<file path="src/rtl/oy_pkg.sv">
// Shared constants for the round-vote evaluator: widths, the legal vote ceiling
// and the FSM state codes.
package oy_pkg;

  localparam int OY_MAX   = 4;
  localparam int SAYI_W   = 3;
  localparam int TUR_W    = 4;
  localparam int TOPLAM_W = 6;
  localparam int DURUM_W  = 2;

  localparam logic [DURUM_W-1:0] BOS   = 2'd0;
  localparam logic [DURUM_W-1:0] TOPLA = 2'd1;
  localparam logic [DURUM_W-1:0] KARAR = 2'd2;
  localparam logic [DURUM_W-1:0] SONUC = 2'd3;

endpackage

</file>
<file path="src/rtl/oy_biriktirici.sv">
// Session counters: accepted rounds, summed yes-votes and rounds at or above ESIK.
// temizle has priority over kabul_et so a restart always wins over a sample.
module oy_biriktirici
  import oy_pkg::*;
#(
  parameter int ESIK = 3
) (
  input  logic                clk,
  input  logic                rst,
  input  logic                temizle,
  input  logic                kabul_et,
  input  logic [SAYI_W-1:0]   oy_sayisi,
  output logic [TUR_W-1:0]    tur_no,
  output logic [TOPLAM_W-1:0] toplam_oy,
  output logic [TUR_W-1:0]    gecen_tur
);

  logic [TUR_W-1:0]    tur_q, tur_d;
  logic [TOPLAM_W-1:0] toplam_q, toplam_d;
  logic [TUR_W-1:0]    gecen_q, gecen_d;

  always_comb begin
    tur_d    = tur_q;
    toplam_d = toplam_q;
    gecen_d  = gecen_q;
    if (temizle) begin
      tur_d    = '0;
      toplam_d = '0;
      gecen_d  = '0;
    end else if (kabul_et) begin
      tur_d    = tur_q + TUR_W'(1);
      toplam_d = toplam_q + TOPLAM_W'(oy_sayisi);
      if (oy_sayisi >= SAYI_W'(ESIK)) gecen_d = gecen_q + TUR_W'(1);
    end
  end

  always_ff @(posedge clk or posedge rst) begin
    if (rst) begin
      tur_q    <= '0;
      toplam_q <= '0;
      gecen_q  <= '0;
    end else begin
      tur_q    <= tur_d;
      toplam_q <= toplam_d;
      gecen_q  <= gecen_d;
    end
  end

  assign tur_no    = tur_q;
  assign toplam_oy = toplam_q;
  assign gecen_tur = gecen_q;

endmodule

</file>
<file path="src/rtl/oy_degerlendirici.sv">
// Collects TUR_SAYISI round counts, then decides by strict majority of passing rounds.
// Handshake: a sample is taken on any rising edge where oy_gecerli=1 in TOPLA; there is no back-pressure.
module oy_degerlendirici
  import oy_pkg::*;
#(
  parameter int TUR_SAYISI = 4,
  parameter int ESIK       = 3
) (
  input  logic                clk,
  input  logic                rst,
  input  logic                tur_baslat,
  input  logic                oy_gecerli,
  input  logic [SAYI_W-1:0]   oy_sayisi,
  output logic                mesgul,
  output logic [TUR_W-1:0]    tur_no,
  output logic [TOPLAM_W-1:0] toplam_oy,
  output logic [TUR_W-1:0]    gecen_tur,
  output logic                kabul,
  output logic                red,
  output logic                oturum_bitti,
  output logic                hata,
  output logic [DURUM_W-1:0]  durum
);

  logic [DURUM_W-1:0] durum_q, durum_d;
  logic kabul_q, kabul_d, red_q, red_d, bitti_q, bitti_d, hata_q, hata_d;
  logic temizle, kabul_et, gecerli_sayi, son_tur, kazandi;

  assign gecerli_sayi = (oy_sayisi <= SAYI_W'(OY_MAX));
  assign son_tur      = (tur_no == TUR_W'(TUR_SAYISI - 1));
  assign kazandi      = ({1'b0, gecen_tur, 1'b0} > 6'(TUR_SAYISI));

  always_comb begin
    durum_d  = durum_q;
    kabul_d  = kabul_q;
    red_d    = red_q;
    hata_d   = hata_q;
    bitti_d  = 1'b0;
    temizle  = 1'b0;
    kabul_et = 1'b0;
    // A start is honoured everywhere except the one-cycle decision state.
    if (tur_baslat && durum_q != KARAR) begin
      durum_d = TOPLA;
      temizle = 1'b1;
      kabul_d = 1'b0;
      red_d   = 1'b0;
      hata_d  = 1'b0;
    end else begin
      case (durum_q)
        TOPLA: begin
          if (oy_gecerli) begin
            if (gecerli_sayi) begin
              kabul_et = 1'b1;
              if (son_tur) durum_d = KARAR;
            end else begin
              hata_d = 1'b1;
            end
          end
        end
        KARAR: begin
          durum_d = SONUC;
          kabul_d = kazandi;
          red_d   = !kazandi;
          bitti_d = 1'b1;
        end
        default: ;
      endcase
    end
  end

  always_ff @(posedge clk or posedge rst) begin
    if (rst) begin
      durum_q <= BOS;
      kabul_q <= 1'b0;
      red_q   <= 1'b0;
      bitti_q <= 1'b0;
      hata_q  <= 1'b0;
    end else begin
      durum_q <= durum_d;
      kabul_q <= kabul_d;
      red_q   <= red_d;
      bitti_q <= bitti_d;
      hata_q  <= hata_d;
    end
  end

  oy_biriktirici #(.ESIK(ESIK)) u_biriktirici (
    .clk       (clk),
    .rst       (rst),
    .temizle   (temizle),
    .kabul_et  (kabul_et),
    .oy_sayisi (oy_sayisi),
    .tur_no    (tur_no),
    .toplam_oy (toplam_oy),
    .gecen_tur (gecen_tur)
  );

  assign mesgul       = (durum_q == TOPLA) || (durum_q == KARAR);
  assign kabul        = kabul_q;
  assign red          = red_q;
  assign oturum_bitti = bitti_q;
  assign hata         = hata_q;
  assign durum        = durum_q;

endmodule
</file>
<file path="config.mk">
export PLATFORM = sky130hd
export DESIGN_NAME = oy_degerlendirici
export DESIGN_NICKNAME = d
export VERILOG_FILES = /design/src/rtl/oy_pkg.sv /design/src/rtl/oy_biriktirici.sv /design/src/rtl/oy_degerlendirici.sv
export SDC_FILE = /design/constraint.sdc
export NUM_CORES = 1
export LEC_CHECK = 0
export ABC_AREA = 1
export CAP_MARGIN = 15
export CORE_MARGIN = 1
export CORE_UTILIZATION = 54
export CTS_BUF_LIST = sky130_fd_sc_hd__clkbuf_4 sky130_fd_sc_hd__clkbuf_8
export DETAILED_ROUTE_END_ITERATION = 10
export HOLD_SLACK_MARGIN = 0.08
export PLACE_DENSITY_LB_ADDON = 0.05
export SYNTH_ARGS = -nofsm -noshare
export SYNTH_HDL_FRONTEND = slang
export SYNTH_HIERARCHICAL = 1
export SYNTH_SLANG_ARGS = --single-unit
export TNS_END_PERCENT = 30
</file>
<file path="constraint.sdc">
create_clock -name clk -period 4.22 [get_ports clk]
set_input_delay 1.266 -clock clk [delete_from_list [all_inputs] [get_ports clk]]
set_output_delay 1.266 -clock clk [all_outputs]
set_load 0.1 [all_outputs]
</file>
---- Word-level counts from Yosys, hierarchy flattened ----
Cells that the tools add are included.
storage, ports and cells
  register bits ........................... 20
  bits of input ports ..................... 7
  output and inout port bits .............. 21
  word-level logic and storage cells ...... 61
cells by class
  $add $sub $neg .......................... 3
  $lt $le $gt $ge ......................... 3
  eq/ne operators ......................... 8
  mux-type cells .......................... 27
  reduce and logical (&&, ||, !) cells .... 12
operators by type and width
  kind                   count
  $mux W4                5
  $mux W1                15
  $mux W6                2
  $reduce_bool A2 Y1     5
  $ne A3 B3 Y1 const B   3
  $add A4 B1 Y4 const B  2
  $mux W2                4
  $add A6 B3 Y6          1
  $gt A5 B3 Y1 const B   1
  $eq A4 B2 Y1 const B   1
  $pmux W2 S2            1
  $reduce_and A4 Y1      1
  $ge A3 B2 Y1 const B   1
  $le A3 B3 Y1 const B   1
  $reduce_and A3 Y1      1
  $reduce_bool A3 Y1     1
  $eq A2 B1 Y1 const B   1
  $eq A2 B2 Y1 const B   1
  $ne A2 B1 Y1 const B   1
  $ne A2 B2 Y1 const B   1
  $reduce_and A2 Y1      1
  $logic_and A1 B1 Y1    1
  $logic_not A1 Y1       1
  $logic_or A1 B1 Y1     1

---- Logic depth before layout (Yosys ltp) ----
Gate-level depths: netlist of the first run.
  word-level depth ........................ 7
  mapped depth ............................ 9
  mapped depth without buffers ............ 9

---- Cells and area by module ----
Netlist of the first run, hierarchy kept.
by module, submodules not included
  module             times used  cells an instance  area an instance (µm²)  seq. area each (µm²)
  oy_biriktirici     1           89                 773.2                   350.3
  oy_degerlendirici  1           48                 364.1                   150.1

---- Worst setup path after synthesis of the first run ----
Ideal clock, no wire load.
  kind .................................... register to output
  from .................................... reg durum_q[0], in the netlist durum[0]
  to ...................................... out mesgul
  arrival time ............................ 1.939 ns
  required time ........................... 2.954 ns
  path slack .............................. 1.015 ns
  cell stages (with the launch flop) ...... 4
  path buffers ............................ 0
  path through ............................ dfrtp_1 > inv_1 > ha_1 > inv_1
on the way
  longest elaborated chain between the ends .. 2
  elaborated cells between the ends (all ways) .. 3
  classes of those cells .................. 2 x eq/ne; 1 x reduce/logical
RTL lines
  what                                          RTL line                 RTL
  from (decl)                                   oy_degerlendirici.sv:25  logic [DURUM_W-1:0] durum_q, durum_d;
  from (signal assigned)                        oy_degerlendirici.sv:79  durum_q <= durum_d;
  $eq A2 B1 Y1 or $eq A2 B2 Y1 (tied branches)  oy_degerlendirici.sv:98  assign mesgul = (durum_q == TOPLA) || (durum_q == KARAR);
  $logic_or A1 B1 Y1 (*)                        oy_degerlendirici.sv:98
  to (decl)                                     oy_degerlendirici.sv:14  output logic mesgul,
Mark *: on every way between the ends. The rest lies on a longest branch, timed or not.

---- Worst setup path in the final report of the first run ----
  from .................................... reg u_biriktirici.gecen_q[0], in the netlist u_biriktirici/gecen_tur[0]
  to ...................................... out gecen_tur[0]
RTL lines
  what                    RTL line                 RTL
  from (decl)             oy_biriktirici.sv:20     logic [TUR_W-1:0] gecen_q, gecen_d;
  from (signal assigned)  oy_biriktirici.sv:45     gecen_q <= gecen_d;
  to (decl)               oy_degerlendirici.sv:17  output logic [TUR_W-1:0] gecen_tur,
No word-level cell between the ends.

==> results of run 1 <==
-- cell usage in the layout, fill, tap and decap left out, types with 2 or more instances in the layout --
cell / n
o21ai_1: 4
a21oi_1: 6
a22o_2: 3
inv_2: 5
ha_1: 7
inv_1: 17
dfrtp_1: 20
clkbuf_4: 3
nor3_1: 3
nand2_2: 2
nand3_1: 14
nor2_2: 3
nand2_1: 31
a21oi_2: 2
clkdlybuf4s50_1: 26
nor2_1: 11
-- metal layers --
layer | up-vias | wire length [um] | global-route usage, % | part of all wire, %
met4 | 0 | 24 | 10.0 | 1.0
met2 | 23 | 1130 | 34.1 | 49
met1 | 462 | 1070 | 32.9 | 46
met3 | 4 | 83 | 3.40 | 3.6
met5 | - | 0 | 0 | 0
li1 | 504 | - | - | -
-- worst max path at each step --
stage,from,slack (ns),depth (start not counted),to
floorplan,durum[0]$_DFFE_PP0P_,1.01,3,mesgul
global placement,oy_sayisi[1],1.14,8,u_biriktirici/toplam_oy[2]$_DFFE_PP0P_
detailed placement,oy_sayisi[1],1.08,8,u_biriktirici/gecen_tur[0]$_DFFE_PP0P_
CTS,u_biriktirici/gecen_tur[0]$_DFFE_PP0P_,0.96,1,gecen_tur[0]
global route,u_biriktirici/gecen_tur[0]$_DFFE_PP0P_,0.89,1,gecen_tur[0]
finish,u_biriktirici/gecen_tur[0]$_DFFE_PP0P_,0.97,1,gecen_tur[0]
-- kinds of logic after synthesis --
kind of cell               after synthesis
DFF                                     20
adders and majority gates                8
and+or+nand+nor                         68
xor gates and xnor gates                 1
buffers and inverters                   22
AOI/OAI and AO/OA                       18
-- state kept, by name, indices dropped and copies added (netlist names) --
name and flops:
u_biriktirici/toplam_oy 6, u_biriktirici/gecen_tur 4, u_biriktirici/tur_no 4, durum 2, hata 1, kabul 1, oturum_bitti 1, red 1
-- cell type report --
cell class	count	share of cell area, %
well taps	27	2.29
multi-input cells	95	37.6
inverters	22	5.60
flip-flops and latches	20	33.9
clock buffers	4	2.46
repair buffers	27	18.2
-- per-stage QoR --
| step | cells | hold slack [ns] | utilization, % | setup slack, ns |
|---|---|---|---|---|
| floorplan | 137 | 0.980 | - | 1.01 |
| global placement | 191 | 0.461 | 73.3 | 1.14 |
| detailed placement | 191 | 0.479 | 73.3 | 1.08 |
| CTS | 195 | 0.505 | 75.2 | 0.960 |
| global route | 195 | 0.539 | 75.2 | 0.891 |
| finish | 195 | 0.500 | 75.2 | 0.969 |
==> impl_results.md, run 1 <==
- Synth Area in XOR/XNOR: 0.770%
- CP top delay family: buffers and inverters
- RePlAce Congestion: 0.856
- # port buffers: 27
- Fin nets: 184
- Drt pass-1 iters: 4
- Max_cap viols: 0
- Die Wd: 47.9 um
- Largest family of logic cells by synthesized area: simple AND/OR/NAND/NOR gates
- Routed WL: 2.31 mm
- Post-synth top area share: 44.0%
- Mapped cell area: 0.00114 mm^2
- Register bit total from synthesis: 20
- Syn avg cell area: 8.30 um^2
- Slowest stage cell, crit path: clkdlybuf4s50_1
- Starting density of the core: 58.0%
- Synth area leader: dfrtp_1
- Ys Warns: 6
- Worst EP required: 2.95 ns
- Total setup buffers inserted after CTS: 0
- Cts repair resizes: 0
- Final HPWL DP: 1.81 mm
- Crit path capture type: output pin
- Synth Area in Simple Gates: 27.1%
- Ys flop type: dfrtp_1
- FF-to-FF End: u_biriktirici/toplam_oy[2]$_DFFE_PP0P_
- Unrepaired setup endpoints after global routing: false
- Final Cycle Share: 77.0%
- Min Tclk post-route: 3.25 ns
- Most instantiated cells after synthesis: 31 x nand2_1, 20 x dfrtp_1, 17 x inv_1
- Worst Clk Skew: 0.0129 ns
- Avg WL per Cell: 11.8 um
- Register area: 500 um^2
- Critical path class: reg -> out
- Placed inst area: 0.00144 mm^2
- TNS Setup: 0 ns
- Post-synth EDFFs: 0
- Core box area: 0.00196 mm^2
- Hold Crit Depth: 2
- Total I/O pin count: 28
- Hold_buf cts: 0
- Total GRT Usage: 22.9%
- Filler cells: 159
- Largest net degree at the start of global routing: 15
- Clk sinks: 20
- Critical Path Max Stage Delay: 1.18 ns
- Reg2Reg Setup Slack: 2.20 ns
- WHS Endpoint: red$_DFFE_PP0P_
- Area grow syn2layout: 29.7%
- Cell row count: 16
- Mux share of post-synthesis cell area: 0%
- Number of global-route vias before repair: 799
- Layout cells sized above 1: 14.3%
- Post-route cell area: 0.00148 mm^2
- DRT iter0 DRCs: 25
- Crit-path cells: clkdlybuf4s50_1
- Area share of fa/ha/maj cells after synthesis: 9.46%
- Total grt overflow: 0
- Residual DRC: 0
- Synth top area cells: dfrtp_1 44%, nand2_1 10%, ha_1 7.7%, nand3_1 6.2%, inv_1 5.6%
- CP max FO: 7
- H-tree lvl count: 1
- Relative slew slack: 34.6%
- Worst setup SP type: flip-flop
- Worst-Skew Late Latency: 0.31 ns
- F_max: 0.308 GHz
- Clk root buf: clkbuf_4
- Worst path bufs/invs: 1
- Antenna-violating nets left: 0
- Post-Syn Instances: 137
- Asr flop ratio synth: 100%
- Post-Syn Nets: 152
- Die area: 0.00229 mm^2
- Floorplan die height: 47.9 um
- Top-count cell post-synth: nand2_1
- R2R depth: 8
- CTS clock-pin slew for the worst setup and hold paths: 0.12 ns
- Vias per cell: 5.09
- Vias: 993
- Crit path arrival time: 1.99 ns
- Worst R2R Start: durum[0]$_DFFE_PP0P_
- Antenna violations before repair: 0
- Hold path startpoint: red$_DFFE_PP0P_
- Count of cell types in the netlist: 23
- Register area share after synthesis: 44.0%
- Final hold violation count: 0
- Outcome: completed
- Slew Limit Fails: 0
- Worst-margin pin slew: 0.979 ns
- Multi-input gate area: 554 um^2
- CTS tree: done
- N_diodes: 0
- Setup violators final: 0
- First-pass GRT wire length: 3.59 mm
- Total CTS buffers: 3
- Clk buf depth: 2
- Worst min path class: reg -> reg
- Compound-Gate Fraction of Synth Area: 11.4%
Power of run 1 is not shown: default switching activity piles up to over one toggle a cycle in this logic, so the estimate is an artifact.
==> run 2: changes to the inputs <==
CORE_UTILIZATION = 50   (was 54)
clock period = 3.1 ns   (was 4.22 ns; I/O delays follow)
==> run 2 against run 1 <==
Against the previous run:
- sequential cell count is the same
- register-to-register slack lost 1.1 ns
- wire length grew 3.4%
- highest routed layer is now met3
==> impl_results.md, run 2 (synthesis results as in run 1) <==
- Drt pass-1 iters: 4 (unchanged)
- Total GRT Usage: 22.1% (-0.79 points)
- Total I/O pin count: 28 (unchanged)
- Max_cap viols: 0 (unchanged)
- Final HPWL DP: 1.87 mm (+3.4%)
- CP max FO: 9 (+2)
- Worst EP required: 3.32 ns (+0.37 ns)
- Die area: 0.00247 mm^2 (+7.7%)
- First-pass GRT wire length: 4.17 mm (+16%)
- Total CTS buffers: 3 (unchanged)
- Final Cycle Share: 82.0%
- Worst setup SP type: input pin
- CTS tree: done
- Min Tclk post-route: 2.54 ns
- Setup crit end: u_biriktirici/gecen_tur[0]$_DFFE_PP0P_
- Outcome: completed
- Clk root buf: clkbuf_4
- Avg WL per Cell: 12.2 um (+2.9%)
- Hold_buf cts: 0 (unchanged)
- Layout cells sized above 1: 26.6% (+12 points)
- Worst Clk Skew: 0.0114 ns (-0.00142 ns)
- TNS Setup: 0 ns (unchanged)
- Filler cells: 174 (+9.4%)
- Residual DRC: 0 (unchanged)
- DR top layer: met3
- Antenna-violating nets left: 0 (unchanged)
- Relative slew slack: 62.0% (+27 points)
- Core box area: 0.00204 mm^2 (+4.1%)
- Hold Crit Depth: 2 (unchanged)
- Register area: 500 um^2 (unchanged)
- Unrepaired setup endpoints after global routing: false
- Crit path capture type: flip-flop
- Antenna violations before repair: 0 (unchanged)
- Final core utilization: 70.2% (-5.0 points)
- Total grt overflow: 0 (unchanged)
- Most frequent cells in the layout: 31 x nand2_1, 22 x buf_4, 20 x dfrtp_1
- Fin nets: 185 (+0.54%)
- Routed WL: 2.38 mm (+3.4%)
- Worst-margin pin slew: 0.569 ns (-0.409 ns)
- Wire length on met2: 1.23 mm (+8.4%)
- Multi-input gate area: 554 um^2 (unchanged)
- Critical Path Source: oy_sayisi[1]
- Floorplan die height: 49.7 um (+3.8%)
- Worst min path class: reg -> reg
- Setup violators final: 0 (unchanged)
- Slew Limit Fails: 0 (unchanged)
- Vias per cell: 5.21 (+2.4%)
- Reg2Reg Setup Slack: 1.11 ns (-1.09 ns)
- Vias: 1,022 (+2.9%)
- # port buffers: 27 (unchanged)
- Die Wd: 49.7 um (+3.8%)
- Starting density of the core: 55.7% (-2.3 points)
- RePlAce Congestion: 0.826 (-3.6%)
- Crit path arrival time: 2.76 ns (+0.77 ns)
- Number of flip-flops in the largest register: 6 (unchanged)
- Critical path class: in -> reg
- Hold path startpoint: red$_DFFE_PP0P_
- F_max: 0.394 GHz
- Total setup buffers inserted after CTS: 0 (unchanged)
- Cell row count: 16 (unchanged)
- Cts repair resizes: 0 (unchanged)
- CTS clock-pin slew for the worst setup and hold paths: 0.10 ns (-0.02 ns)
- Worst R2R Start: durum[0]$_DFFE_PP0P_
- R2R depth: 8 (unchanged)
- Commonest non-fill, non-tap cell in the layout: nand2_1
- Clk buf depth: 2 (unchanged)
- Clk sinks: 20 (unchanged)
- Largest net degree at the start of global routing: 15 (unchanged)
- H-tree lvl count: 1 (unchanged)
- Worst-Skew Late Latency: 0.29 ns (-0.02 ns)
- DRT met1 WL: 1.06 mm (-0.94%)
- DRT iter0 DRCs: 19 (-24%)
- Number of global-route vias before repair: 1,005 (+26%)
- FF-to-FF End: u_biriktirici/gecen_tur[0]$_DFFE_PP0P_
- Area grow syn2layout: 26.0%
- N_diodes: 0 (unchanged)
- Final hold violation count: 0 (unchanged)
- Met3 wire length: 100 um (+20%)
-- run 2: changes by cell type in the layout (fill, tap and decap cells not counted), sizes merged --
cell	change
clkdlybuf4s50	-20
buf	+21
-- run 2: critical path: stages --
cell and delay [ns]:
clkdlybuf4s50_1 0.49, o21ai_1 0.23, nand2_1 0.09, nor3_1 0.40, nor2_4 0.13, nor2_2 0.28, a21oi_2 0.10, a21oi_2 0.10
-- run 2: final cells by class --
class	count	area share [%]
well taps	27	2.36
repair buffers	28	15.7
multi-input cells	95	38.7
clock buffers	4	2.53
inverters	22	5.76
flip-flops and latches	20	34.9
-- run 2: worst min-delay path by stage --
stage | endpoint | slack, ns
after floorplan | durum[0]$_DFFE_PP0P_ | 0.72
after global placement | red$_DFFE_PP0P_ | 0.47
after detailed placement | red$_DFFE_PP0P_ | 0.47
after CTS | red$_DFFE_PP0P_ | 0.50
after global routing | red$_DFFE_PP0P_ | 0.53
final | red$_DFFE_PP0P_ | 0.49
-- run 2: through the flow --
step / area, um^2 / hold WS, ns / worst slack [ns] / cells
floorplan: 1140 / 0.721 / 0.231 / 137
global placement: 1400 / 0.469 / 0.357 / 192
detailed placement: 1400 / 0.474 / 0.248 / 192
CTS: 1430 / 0.499 / 0.575 / 196
global route: 1430 / 0.532 / 0.448 / 196
finish: 1430 / 0.492 / 0.559 / 196
-- run 2: metal layers --
metal / vias to the layer above / track usage, %
met5: - / 0
met3: 0 / 2.78
met2: 22 / 38.5
met4: 0 / 7.62
met1: 490 / 28.0
li1: 510 / -
Power of run 2 is left out for the same reason.
==> variant: new RTL, config.mk and constraints of run 1 <==
Change the package constant `SAYI_W` from 3 to 6.
--- a/src/rtl/oy_pkg.sv
+++ b/src/rtl/oy_pkg.sv
@@ -3,7 +3,7 @@
 package oy_pkg;
 
   localparam int OY_MAX   = 4;
-  localparam int SAYI_W   = 3;
+  localparam int SAYI_W   = 6;
   localparam int TUR_W    = 4;
   localparam int TOPLAM_W = 6;
   localparam int DURUM_W  = 2;
Interface: changed (resized oy_sayisi); port bits go from 28 to 31. The function was not compared with the original's and may differ.
==> variant against run 1 <==
Area after synthesis up 13%; setup slack better by 0.037 ns; register-to-register slack worse by 0.07 ns; cell area up 13%; largest cell class unchanged; clock skew up 0.00079 ns; sequential cell count unchanged; wire length up 23%; critical endpoint unchanged; global-route usage up 3.5 points; core utilization down 0.63 points.
==> variant: results (changes against run 1) <==
GRT
  • Largest net degree at the start of global routing: 15 (unchanged)
  • Initial antenna violation count: 0 (unchanged)
  • Met2 Resource Use GR: 46.9% (was 34.1%)
  • Number of global-route vias before repair: 1205 (was 799)
  • First-pass GRT wire length: 4980 um (was 3590 um)
  • Global routing usage on met1: 30.9% (was 32.9%)
  • GR Util met3: 5.15% (was 3.40%)
  • Tot GR Track Use: 26.4% (was 22.9%)

Clock tree
  • Post-CTS Setup Inserts: 0 (unchanged)
  • CTS Buf Count: 3 (unchanged)
  • Clock Path Buffers: 2 (unchanged)
  • Root Driver: clkbuf_4 (unchanged)
  • H-tree depth: 1 (unchanged)
  • Clk slew on worst S/H paths: 0.13 ns
  • Post-CTS sizing: 0 (unchanged)
  • Worst skew pair latency: 0.31 ns (about the same)

Synthesis
  • Seq/Total Area, Yosys: 39.1% (was 44.0%)
  • Total number of yosys warnings: 6 (unchanged)
  • Xor-xnor portion of the synthesized cell area: 2.05% (was 0.770%)
  • Cells after Synth: 157 (was 137)
  • Synth Area in Compound Gates: 10.4% (was 11.4%)
  • Main area contributors after synthesis: dfrtp_1 39%, nand2_1 13%, ha_1 8.8% (was dfrtp_1 44%, nand2_1 10%, ha_1 7.7%)
  • Multiplexer area fraction after synthesis: 0% (unchanged)
  • Async S/R FF share, synth: 100% (unchanged)
  • Post-synthesis adder-cell area fraction: 10.4% (was 9.46%)
  • Yosys cell types: 26 (was 23)
  • Syn_nets: 177 (was 152)
  • Top post-synthesis cells by count: 45 x nand2_1, 21 x inv_1, 20 x dfrtp_1 (was 31 x nand2_1, 20 x dfrtp_1, 17 x inv_1)

Critical path
  • Max incr delay on CP: 1.17 ns
  • Data arrival, critical path: 1.95 ns (was 1.99 ns)
  • Crit Path Max Fanout: 6 (was 7)
  • Critical path origin: u_biriktirici/gecen_tur[0] (unchanged)
  • CP top delay family: buffers and inverters (unchanged)
  • Slowest CP cell: clkdlybuf4s50_1 (unchanged)
  • Worst reg2reg startpoint: durum[0] (unchanged)

Place
  • Placer Congestion: 0.890 (was 0.856)
  • Buffers on Ports: 30 (was 27)
  • Post-placement cell area: 0.00161 sq mm (was 0.00144 sq mm)
  • HPWL after detailed placement: 2260 um (was 1810 um)

Pwr
  • Leak: 0.857 nW
  • Max IR drop VDD: 0.820 mV

Routing
  • Detail Route met3 WL: 78 um (was 83 um)
  • Iter 0 DRT Violations: 41 (was 25)
  • Max layer used: met4 (unchanged)
  • M1 wire length: 1260 um (was 1070 um)
  • Routed vias/inst: 5.26 (was 5.09)
  • Pre-antenna DRT Iters: 4 (unchanged)
  • Wirelength, routed: 2840 um (was 2310 um)
  • Wire length on met2: 1460 um (was 1130 um)

Timing
  • Worst Skew: 0.0137 ns (was 0.0129 ns)
  • Relative slew slack: 34.8% (was 34.6%)
  • Slew Limit Fails: 0 (unchanged)

Hold path
  • Hold Path Class: reg -> reg (unchanged)
  • Hold_sp: hata (was red)

Final layout
  • Share of cells above drive strength 1: 13.6% (was 14.3%)
  • Antenna Cells: 0 (unchanged)
  • Largest register FFs: 6 (unchanged)
  • Nets: 212 (was 184)

Status
  • Status: completed (unchanged)
variant: changes by cell type in the layout (fill, tap and decap cells not counted), sizes merged, moves of 2 or more:
cell / before / now
clkdlybuf4s50: 26 / 29
nand2: 33 / 49
nor2: 15 / 13
inv: 22 / 26
ha: 7 / 9
nor3: 3 / 0
variant: worst paths after layout:
path / end / slack (ns) / cells after the start
max in group asynchronous: u_biriktirici/gecen_tur[2] / 2.49 / 2
worst max register to register: u_biriktirici/toplam_oy[2] / 2.13 / 10
worst max-delay path: gecen_tur[0] / 1.01 / 1
worst min-delay path: hata / 0.52 / 2
worst min register to register: hata / 0.52 / 2
min in group asynchronous: hata / 1.18 / 2
variant: final cells by class:
type | count | area, sq um
clock buffer | 3 | 22.5
tap | 28 | 35.0
fill | 176 | 568
multi-input combinational | 111 | 682
clock inverter | 1 | 30.0
inverter | 26 | 97.6
sequential | 20 | 500
timing repair buffer | 30 | 298
variant: per-stage QoR:
| stage | setup WS [ns] | instances | hold slack, ns | total power, mW |
|---|---|---|---|---|
| after floorplan | 1.01 | 157 | 0.982 | 0.702 |
| after global placement | 1.12 | 215 | 0.477 | 0.816 |
| after detailed placement | 1.05 | 215 | 0.488 | 0.825 |
| after CTS | 1.00 | 219 | 0.520 | 0.985 |
| after global routing | 0.948 | 219 | 0.551 | 1.03 |
| final | 1.01 | 219 | 0.524 | 0.980 |
variant: where the power goes:
part | switching, mW | total, mW | internal (mW)
Sequential | 0.0254 | 0.247 | 0.222
Combinational | 0.436 | 0.573 | 0.137
Clock | 0.0636 | 0.160 | 0.0961
variant: cell families after synthesis:
family | after synthesis
compound gates | 17
xor+xnor | 3
fa+ha+maj | 10
buf+inv | 26
flops | 20
simple gates | 81
